### config.mk
export PLATFORM = sky130hd
export DESIGN_NAME = smg_scan
export DESIGN_NICKNAME = d
export VERILOG_FILES = /design/src/rtl/smg_scan.sv
export SDC_FILE = /design/constraint.sdc
export NUM_CORES = 1
export LEC_CHECK = 0
export BUFFER_PORTS_ARGS = -buffer_cell sky130_fd_sc_hd__buf_2
export CORE_UTILIZATION = 45
export CTS_BUF_LIST = sky130_fd_sc_hd__clkbuf_4
export DETAILED_ROUTE_END_ITERATION = 8
export PLACE_DENSITY = 0.72
export SLEW_MARGIN = 20
export SYNTH_ARGS = -nofsm -noshare
export SYNTH_HDL_FRONTEND = slang
export SYNTH_SLANG_ARGS = --single-unit
### constraint.sdc
create_clock -name clk -period 3.75 [get_ports clk]
set_input_delay 0.1875 -clock clk [delete_from_list [all_inputs] [get_ports clk]]
set_output_delay 0.1875 -clock clk [all_outputs]
set_load 0.05 [all_outputs]
### src/rtl/smg_scan.sv
// ---------------------------------------------------------------------------
// smg_scan - time-multiplexed 4-digit seven-segment scan driver
//
// Scans four digits, one digit per slot of SCAN_DIV clocks. Each slot starts
// with BLANK_CYC clocks where every digit is off, which prevents ghosting.
// The displayed value is double-buffered. A write that arrives while the
// scan is running is parked in a pending register. That register is promoted
// only at a frame boundary, so one frame never mixes old and new digits.
//
// Ports:
//   clk         system clock
//   reset       asynchronous, active-high reset
//   en          scan enable; 0 turns the display off and parks the scanner
//   value_we    single-cycle load strobe for value_in / dp_in
//   value_in    four hex digits, [3:0] is digit 0 (rightmost)
//   dp_in       decimal point per digit, bit k belongs to digit k
//   blank_lz    leading-zero blanking enable
//   smg         {sel[3:0], seg[7:0]}, seg = {dp,g,f,e,d,c,b,a}; registered
//   frame_start one-cycle pulse on the first cycle of each digit-0 slot
// ---------------------------------------------------------------------------
module smg_scan #(
  parameter int SCAN_DIV       = 50000,
  parameter int BLANK_CYC      = 500,
  parameter int SEL_ACTIVE_LOW = 1,
  parameter int SEG_ACTIVE_LOW = 1
) (
  input  logic        clk,
  input  logic        reset,
  input  logic        en,
  input  logic        value_we,
  input  logic [15:0] value_in,
  input  logic [3:0]  dp_in,
  input  logic        blank_lz,
  output logic [11:0] smg,
  output logic        frame_start
);

  localparam int PS_W = (SCAN_DIV > 1) ? $clog2(SCAN_DIV) : 1;

  localparam logic [1:0] S_IDLE  = 2'd0;
  localparam logic [1:0] S_BLANK = 2'd1;
  localparam logic [1:0] S_DRIVE = 2'd2;

  // The "off" pattern for each group. An active-high pattern XORed with this
  // mask produces the pin-level value for either polarity.
  localparam logic [3:0] SEL_OFF = (SEL_ACTIVE_LOW != 0) ? 4'hF  : 4'h0;
  localparam logic [7:0] SEG_OFF = (SEG_ACTIVE_LOW != 0) ? 8'hFF : 8'h00;

  localparam logic [PS_W-1:0] PS_BLANK_END = PS_W'(BLANK_CYC - 1);
  localparam logic [PS_W-1:0] PS_SLOT_END  = PS_W'(SCAN_DIV - 1);

  // Hex to active-high gfedcba.
  function automatic logic [6:0] seg_decode(input logic [3:0] n);
    case (n)
      4'h0: seg_decode = 7'h3F;
      4'h1: seg_decode = 7'h06;
      4'h2: seg_decode = 7'h5B;
      4'h3: seg_decode = 7'h4F;
      4'h4: seg_decode = 7'h66;
      4'h5: seg_decode = 7'h6D;
      4'h6: seg_decode = 7'h7D;
      4'h7: seg_decode = 7'h07;
      4'h8: seg_decode = 7'h7F;
      4'h9: seg_decode = 7'h6F;
      4'hA: seg_decode = 7'h77;
      4'hB: seg_decode = 7'h7C;
      4'hC: seg_decode = 7'h39;
      4'hD: seg_decode = 7'h5E;
      4'hE: seg_decode = 7'h79;
      default: seg_decode = 7'h71;
    endcase
  endfunction

  logic [1:0]      state_q, state_d;
  logic [1:0]      digit_q, digit_d;
  logic [PS_W-1:0] presc_q, presc_d;
  logic [15:0]     disp_val_q, disp_val_d;
  logic [3:0]      disp_dp_q, disp_dp_d;
  logic [15:0]     pend_val_q, pend_val_d;
  logic [3:0]      pend_dp_q, pend_dp_d;
  logic            pend_valid_q, pend_valid_d;
  logic [11:0]     smg_q, smg_d;
  logic            fs_q, fs_d;
  logic            boundary;

  // Scan sequencing and buffering.
  always_comb begin
    state_d      = state_q;
    digit_d      = digit_q;
    presc_d      = presc_q;
    disp_val_d   = disp_val_q;
    disp_dp_d    = disp_dp_q;
    pend_val_d   = pend_val_q;
    pend_dp_d    = pend_dp_q;
    pend_valid_d = pend_valid_q;
    fs_d         = 1'b0;
    boundary     = 1'b0;

    if (!en) begin
      state_d = S_IDLE;
      digit_d = 2'd0;
      presc_d = '0;
    end else begin
      case (state_q)
        S_IDLE: begin
          state_d  = S_BLANK;
          digit_d  = 2'd0;
          presc_d  = '0;
          fs_d     = 1'b1;
          boundary = 1'b1;
        end
        S_BLANK: begin
          presc_d = presc_q + 1'b1;
          if (presc_q == PS_BLANK_END) state_d = S_DRIVE;
        end
        S_DRIVE: begin
          if (presc_q == PS_SLOT_END) begin
            presc_d = '0;
            digit_d = digit_q + 2'd1;
            state_d = S_BLANK;
            if (digit_q == 2'd3) begin
              fs_d     = 1'b1;
              boundary = 1'b1;
            end
          end else begin
            presc_d = presc_q + 1'b1;
          end
        end
        default: begin
          state_d = S_IDLE;
          digit_d = 2'd0;
          presc_d = '0;
        end
      endcase
    end

    // Promotion reads the old pend. A write on the same cycle therefore lands
    // in pend afterwards and keeps pend_valid set.
    if (boundary && pend_valid_q) begin
      disp_val_d   = pend_val_q;
      disp_dp_d    = pend_dp_q;
      pend_valid_d = 1'b0;
    end
    if (value_we) begin
      if (state_q == S_IDLE) begin
        disp_val_d   = value_in;
        disp_dp_d    = dp_in;
        pend_valid_d = 1'b0;
      end else begin
        pend_val_d   = value_in;
        pend_dp_d    = dp_in;
        pend_valid_d = 1'b1;
      end
    end
  end

  // Output pattern for the state being entered. The output is registered
  // alongside the state, so smg always matches the current slot.
  // disp cannot change on an edge that enters DRIVE, so disp_q is safe here.
  logic [3:0] nib;
  logic       z1, z2, z3;
  logic       lz_blank;
  logic [7:0] seg_on;
  logic [3:0] sel_on;

  always_comb begin
    z3 = (disp_val_q[15:12] == 4'h0);
    z2 = z3 && (disp_val_q[11:8] == 4'h0);
    z1 = z2 && (disp_val_q[7:4] == 4'h0);

    case (digit_d)
      2'd0: begin nib = disp_val_q[3:0];   lz_blank = 1'b0;          end
      2'd1: begin nib = disp_val_q[7:4];   lz_blank = blank_lz & z1; end
      2'd2: begin nib = disp_val_q[11:8];  lz_blank = blank_lz & z2; end
      default: begin nib = disp_val_q[15:12]; lz_blank = blank_lz & z3; end
    endcase

    seg_on      = {disp_dp_q[digit_d], seg_decode(nib)};
    if (lz_blank) seg_on[6:0] = 7'h00;
    sel_on      = 4'b0001 << digit_d;

    if (state_d == S_DRIVE) smg_d = {sel_on ^ SEL_OFF, seg_on ^ SEG_OFF};
    else                    smg_d = {SEL_OFF, SEG_OFF};
  end

  always_ff @(posedge clk or posedge reset) begin
    if (reset) begin
      state_q      <= S_IDLE;
      digit_q      <= 2'd0;
      presc_q      <= '0;
      disp_val_q   <= 16'h0000;
      disp_dp_q    <= 4'h0;
      pend_val_q   <= 16'h0000;
      pend_dp_q    <= 4'h0;
      pend_valid_q <= 1'b0;
      smg_q        <= {SEL_OFF, SEG_OFF};
      fs_q         <= 1'b0;
    end else begin
      state_q      <= state_d;
      digit_q      <= digit_d;
      presc_q      <= presc_d;
      disp_val_q   <= disp_val_d;
      disp_dp_q    <= disp_dp_d;
      pend_val_q   <= pend_val_d;
      pend_dp_q    <= pend_dp_d;
      pend_valid_q <= pend_valid_d;
      smg_q        <= smg_d;
      fs_q         <= fs_d;
    end
  end

  assign smg         = smg_q;
  assign frame_start = fs_q;

endmodule

Yosys cells after proc, flatten, opt, wreduce, memory -nomap -nowiden --
Memories as Yosys holds them, arrays and structs flattened. Cells that the tools add are included.
Word-level totals: bits of input ports 25, RAM bits 0, register bits 74, bits in latches 0, word-level logic and storage cells 68, memories kept 1, ROM bits 112
Memories:
- (no name shown) | depth 16, bits a word 7, read ports 1, clocked after Yosys merged registers in 0, write ports 0, RTL line 54 | case (n)
Cells by class: magnitude comparators 1, div/mod/pow operators 0, equal/unequal tests 8, shifts and indexed selects 1, bitwise gates (word level) 6, multipliers 0, add/sub/neg operators 2, reductions and logical operators 10, mux-type cells 29
Operator list (count):
- two-way mux 16 bit | 5
- one-hot mux 16 bit (2 select lines) | 1
- adder 16 x 1 -> 16 bit (second input constant) | 1
- equality test 16 bit (second input constant) | 1
- equality test 16 x 9 -> 1 bit (second input constant) | 1
- logical NOT 4 bit | 3
- two-way mux 12 bit | 1
- two-way mux 4 bit | 3
- one-hot mux 4 bit (3 select lines) | 1
- two-way mux 2 bit | 5
- equality test 2 bit (second input constant) | 4
- inverter 8 bit | 1
- two-way mux 1 bit | 7
- two-way mux 7 bit | 1
- one-hot mux 2 bit (3 select lines) | 1
- equality test 2 x 1 -> 1 bit (second input constant) | 2
- logical NOT 2 bit | 2
- inverter 4 bit | 1
- one-hot mux 2 bit (2 select lines) | 1
- left shift 1 x 2 -> 4 bit (first input constant) | 1
- bitwise AND 1 bit | 3
- logical AND 1 bit | 3
- < comparator 2 x 3 -> 1 bit (second input constant) | 1
- one-hot mux 1 bit (3 select lines) | 1
- other kinds (6) | 6

Depth between registers and ports, before layout --
An unclocked memory read counts as a cell.
word-level depth 10, depth in mapped cells 14

Worst setup path after synthesis --
Ideal clock, no wire load.
path type register to register, start point register presc_q[10], end point register smg_q[3], in the netlist smg[3], buffers on the path 0, arrival 3318 ps, path slack 360 ps, stages on the path, launching flop included 13, required time 3678 ps, clock period less this slack 3390 ps, path through dfrtp_1 -> or4_4 -> nor4_4 -> mux2i_1 -> inv_1 -> ha_1 -> a222oi_1 -> a21oi_1 -> inv_1 -> ha_1 -> nor2_1 -> a211oi_1 -> o21ai_1
On the way: longest elaborated chain between the ends 10
RTL lines:
- start, declared | RTL line 76 | logic [PS_W-1:0] presc_q, presc_d;
- start signal, assigned | RTL line 201 | presc_q <= presc_d;
- equality test 16 bit (*) | RTL line 117 | if (presc_q == PS_SLOT_END) begin
- two-way mux 2 bit (*) | RTL line 117
- one-hot mux 2 bit (2 select lines) (*) | RTL line 104 | case (state_q)
- two-way mux 2 bit (*) | RTL line 99 | if (!en) begin
- named net digit_d[1] | RTL line 75 | logic [1:0] digit_q, digit_d;
- equality test 2 bit, or another cell as far along | RTL line 171 | case (digit_d)
- one-hot mux 4 bit (3 select lines) | RTL line 171
- memory (16 x 7 bit)
- two-way mux 7 bit (*) | RTL line 179 | if (lz_blank) seg_on[6:0] = 7'h00;
- inverter 8 bit (no line) (*)
- two-way mux 12 bit (*) | RTL line 182 | if (state_d == S_DRIVE) smg_d = {sel_on ^ SEL_OFF, seg_on ^ SEG_OFF};
- named net smg_d[3] | RTL line 82 | logic [11:0] smg_q, smg_d;
- end signal, assigned | RTL line 196 | smg_q <= {SEL_OFF, SEG_OFF};
- end signal, assigned | RTL line 207 | smg_q <= smg_d;
- end, declared | RTL line 82
The timed path passes the listed nets; every way through them passes the cells marked *. A chain may end at the register's enable or synchronous reset.

Worst setup path in the final report --
start point register presc_q[10], end point register smg_q[3], in the netlist smg[3]
On the way: longest elaborated chain between the ends 10
RTL lines (RTL line):
- equality test 16 bit | 117
- two-way mux 2 bit | 117
- one-hot mux 2 bit (2 select lines) | 104
- two-way mux 2 bit | 99
- equality test 2 bit, or another cell as far along | 171
- one-hot mux 4 bit (3 select lines) | 171
- memory (16 x 7 bit)
- two-way mux 7 bit | 179
- inverter 8 bit (no line)
- two-way mux 12 bit (*) | 182
- named net smg_d[3] | 82
Marked as above.

==> results.ini <==
[run_status]
outcome=completed

[synth]
yosys.area_share.adder_pct=5.10
yosys.area_share.xor_xnor_pct=3.57
syn-instance-count=337
yosys.cell_count.top_type=sky130_fd_sc_hd__dfrtp_1
edff_count_synth=0
synth_compound_gate_area_share_pct=10.1
ys_top_cells_by_count=sky130_fd_sc_hd__dfrtp_1, sky130_fd_sc_hd__nand2_1, sky130_fd_sc_hd__nor2_1
net_count_synth=377
postSynthRegisterBits=74
synth_simple_gate_area_share_pct=15.1
dominant_combinational_cell_family_by_area_after_synthesis=simple AND/OR/NAND/NOR gates
post_synth_design_cell_area_sq_um=3680
yosysWarnings=0
async_reset_ff_share_pct=100
synth_top_cell_by_area=sky130_fd_sc_hd__dfrtp_1
synth.avg_cell_area_sq_um=10.9
synthDominantCellAreaShare_pct=42.1
synth_cell_type_count=49
synth_top_cells_by_area=sky130_fd_sc_hd__dfrtp_1, sky130_fd_sc_hd__dfstp_2, sky130_fd_sc_hd__mux2_2, sky130_fd_sc_hd__mux2i_1, sky130_fd_sc_hd__ha_1
synth_seq_area_share_pct=50.7
main_flop_type_after_synthesis=sky130_fd_sc_hd__dfrtp_1
post_synth_mux_area_share_pct=12.1

[final_layout]
antenna_cells_inserted=0
area.growth.synth_to_final_pct=19.1
drive_above_1_share_pct=26.5
design.final.nets=443

[power]
combinationalPowerShare_pct=15.5
power.switching_fraction_pct=28.0
power_density_nw_per_um2=410
peakVddDrop_mv=0.278
clock_power_share_pct=31.9
internal-power_mw=1.30
power_frac_seq_pct=52.6
p_leak_nw=1.82
total_switching_power_uw=504
totalPowerFinal_mw=1.80

[clocking]
tritoncts_clock_tree=yes
clock_tree.buffer_depth=2
cts_num_sinks=74
clock_pin_slew_on_the_worst_setup_and_hold_paths_ps=130
ctsHtreeMaxLevel=3
clkLatencyLatePin_ps=430
cts_made_buffers=9
ctsRootBufferMaster=sky130_fd_sc_hd__clkbuf_4

[grt]
global_route_wire_length_before_repair_um=12400
globalRoute.totalOverflow=0
grtUsageTotal_pct=18.8
gr-usage-met1_pct=24.5
grt-busiest-layer=met2
global_route.usage.met3_pct=3.78
grt_antenna_before_repair=0
grt_start_max_net_pins=41
grtUsageMet2_pct=30.0
first_global_vias=2616

[placement]
placement.io_buffers=37
gp_congestion=0.858
hpwl_detailed_um=5060

[detailed_routing]
post_drt_wl_per_cell_um=14.4
drt.antenna.violating_nets=0
routed_via_density=5.28
drt_pass1_iterations=4
drt_drc_violations_left=0
drt_first_iter_violations=162
route.vias.total=2692
drt_wl_total_um=7360

[setup_path]
worst_setup_path_end_kind=flip-flop
setup_slack_on_the_worst_flop_to_flop_path_ps=220
crit_type=reg2reg
worst_path_max_delay_cell=sky130_fd_sc_hd__or4_4
crit_path_frequent_cell=sky130_fd_sc_hd__ha_1
timing.critical_path.cells=or4_4 -> nor4_2 -> xor2_1 -> a31oi_2 -> buf_4 -> ha_1 -> a222oi_1 -> a21oi_2 -> inv_1 -> ha_1 -> nor2_1 -> a211oi_1 -> o21ai_1
reg_to_reg_start=presc_q[10]$_DFF_PP0_
worst_path_dominant_cell_family=simple AND/OR/NAND/NOR gates
timing.reg2reg.worst_path_depth=13
critical_path.startpoint_type=flip-flop
crit_arrival_ps=3880
slowest_delay_ps=590
bufs_and_invs_on_worst_path=2
crit_required_ps=4110
critical_path.reg2reg.endpoint=smg[3]$_DFF_PP1_
critical_path.max_fanout=6

[floorplan]
dieHeight_um=92.4
std_cell_rows=32
floorplan.core_area_sq_um=7810
die_span_x_um=92.4
fp.dieArea_sq_um=8550
num_io_pins=38
initial_utilization_pct=47.1

[flow_run]
cap_viol_max_count=0

[timing]
final_max_slew_viol_count=0
fin_skew_ps=19.3
whs_ps=38.4
final-setup-viol-count=0
timing.final.crit_share_pct=94.0
setup_tns_ps=0
rsz0062_at_grt=no
max_slew_margin_pct=26.7
final_period_minus_worst_setup_slack_ps=3530
fmax_mhz=284
final-hold-violation-count=0
max_slew.worst_pin.slew_ps=1090

[hold_path]
worst_hold_path_type=in2reg
worstHoldStart=value_we
worstHoldEndpoint=pend_valid_q$_DFFE_PP0P_
number_of_cells_on_the_worst_hold_path=3

## how the worst max path moves through the flow
stage / start / end / slack, ps / depth (start not counted)
final: presc_q[10]$_DFF_PP0_ / smg[3]$_DFF_PP1_ / 220 / 13
after global routing: presc_q[10]$_DFF_PP0_ / smg[6]$_DFF_PP1_ / 7 / 13
after CTS: presc_q[10]$_DFF_PP0_ / smg[3]$_DFF_PP1_ / 20 / 13
after detailed placement: presc_q[10]$_DFF_PP0_ / smg[3]$_DFF_PP1_ / 100 / 13
after global placement: presc_q[10]$_DFF_PP0_ / smg[3]$_DFF_PP1_ / 220 / 13
after floorplan: presc_q[10]$_DFF_PP0_ / smg[3]$_DFF_PP1_ / 360 / 12
## tightest hold or removal path: stages
cell and delay, ps:
sky130_fd_sc_hd__buf_2 90, sky130_fd_sc_hd__nand2b_1 100, sky130_fd_sc_hd__o21bai_1 60
## state kept, by name, summed over array words and instances, names as in the netlist
name and flops:
disp_val_q 16, disp_dp_q 4, digit_q 2, pend_dp_q 4, presc_q 16, pend_val_q 16
pend_valid_q 1, state_q 2, smg 12, frame_start 1
## logic make-up (layout without fill, tap and decap cells)
family | count (synthesis) | count (layout)
DFF | 74 | 74
buffers and inverters | 24 | 95
and+or+nand+nor | 108 | 108
AOI/OAI and AO/OA | 59 | 59
muxes | 42 | 42
xor gates and xnor gates | 15 | 15
adders and majority gates | 15 | 15
## final cells by class
class | count | area (sq um)
fillers | 670 | 3420
flip-flops and latches | 74 | 1870
multi-input cells | 239 | 1720
repair buffers | 67 | 463
well taps | 102 | 128
clock inverters | 7 | 100
clock buffers | 9 | 67.6
inverters | 12 | 45.0
## stage by stage
stage	worst slack (ps)	utilization [%]	area [sq um]	instances
after floorplan	360	-	3680	337
after global placement	221	50.9	3970	471
after detailed placement	98.9	50.9	3970	471
after CTS	19.3	55.7	4350	508
after global routing	6.64	56.2	4390	510
final	223	56.2	4390	510
## layout by cell type (no fill, tap or decap), types with 3 or more instances in the layout
cell type	n
sky130_fd_sc_hd__nor2_1	25
sky130_fd_sc_hd__clkbuf_4	9
sky130_fd_sc_hd__dfstp_2	12
sky130_fd_sc_hd__and2_1	3
sky130_fd_sc_hd__nand3_1	7
sky130_fd_sc_hd__xor2_1	9
sky130_fd_sc_hd__o211ai_1	3
sky130_fd_sc_hd__and3_1	4
sky130_fd_sc_hd__nor2b_1	4
sky130_fd_sc_hd__a222oi_1	4
sky130_fd_sc_hd__a21oi_1	6
sky130_fd_sc_hd__nand4_1	4
sky130_fd_sc_hd__buf_2	37
sky130_fd_sc_hd__nor4_1	3
sky130_fd_sc_hd__mux2i_1	21
sky130_fd_sc_hd__xnor2_1	6
sky130_fd_sc_hd__o21ai_1	21
sky130_fd_sc_hd__o21ai_0	5
sky130_fd_sc_hd__dlygate4sd3_1	21
sky130_fd_sc_hd__mux2_2	20
sky130_fd_sc_hd__buf_4	9
sky130_fd_sc_hd__dfrtp_1	62
sky130_fd_sc_hd__ha_1	14
sky130_fd_sc_hd__clkinvlp_4	3
sky130_fd_sc_hd__a211oi_1	3
sky130_fd_sc_hd__inv_1	10
sky130_fd_sc_hd__nand2_1	41
## power groups by stage
stage,sequential [mW],clock [mW],combinational [mW]
after detailed placement,0.962,0,0.262
final,0.947,0.574,0.279
after CTS,0.947,0.592,0.279
after floorplan,0.939,0,0.205
after global placement,0.960,0,0.252
after global routing,0.957,0.631,0.313
## metal layers
metal / share of wire, % / routed length, um
met5: 0 / 0
met4: 1.7 / 124
met3: 3.5 / 256
met2: 48 / 3510
met1: 47 / 3460
## timing repair
| item | 4_1_cts | 5_1_grt |
|---|---|---|
| setup endpoints to repair | 0 | 7 |
| hold endpoints to repair | 65 | 0 |
| buffers inserted | 0 | 2 |
| gates resized for setup | 0 | 6 |
| hold buffers | 21 | 0 |
Power figures use the tool's default switching activity.
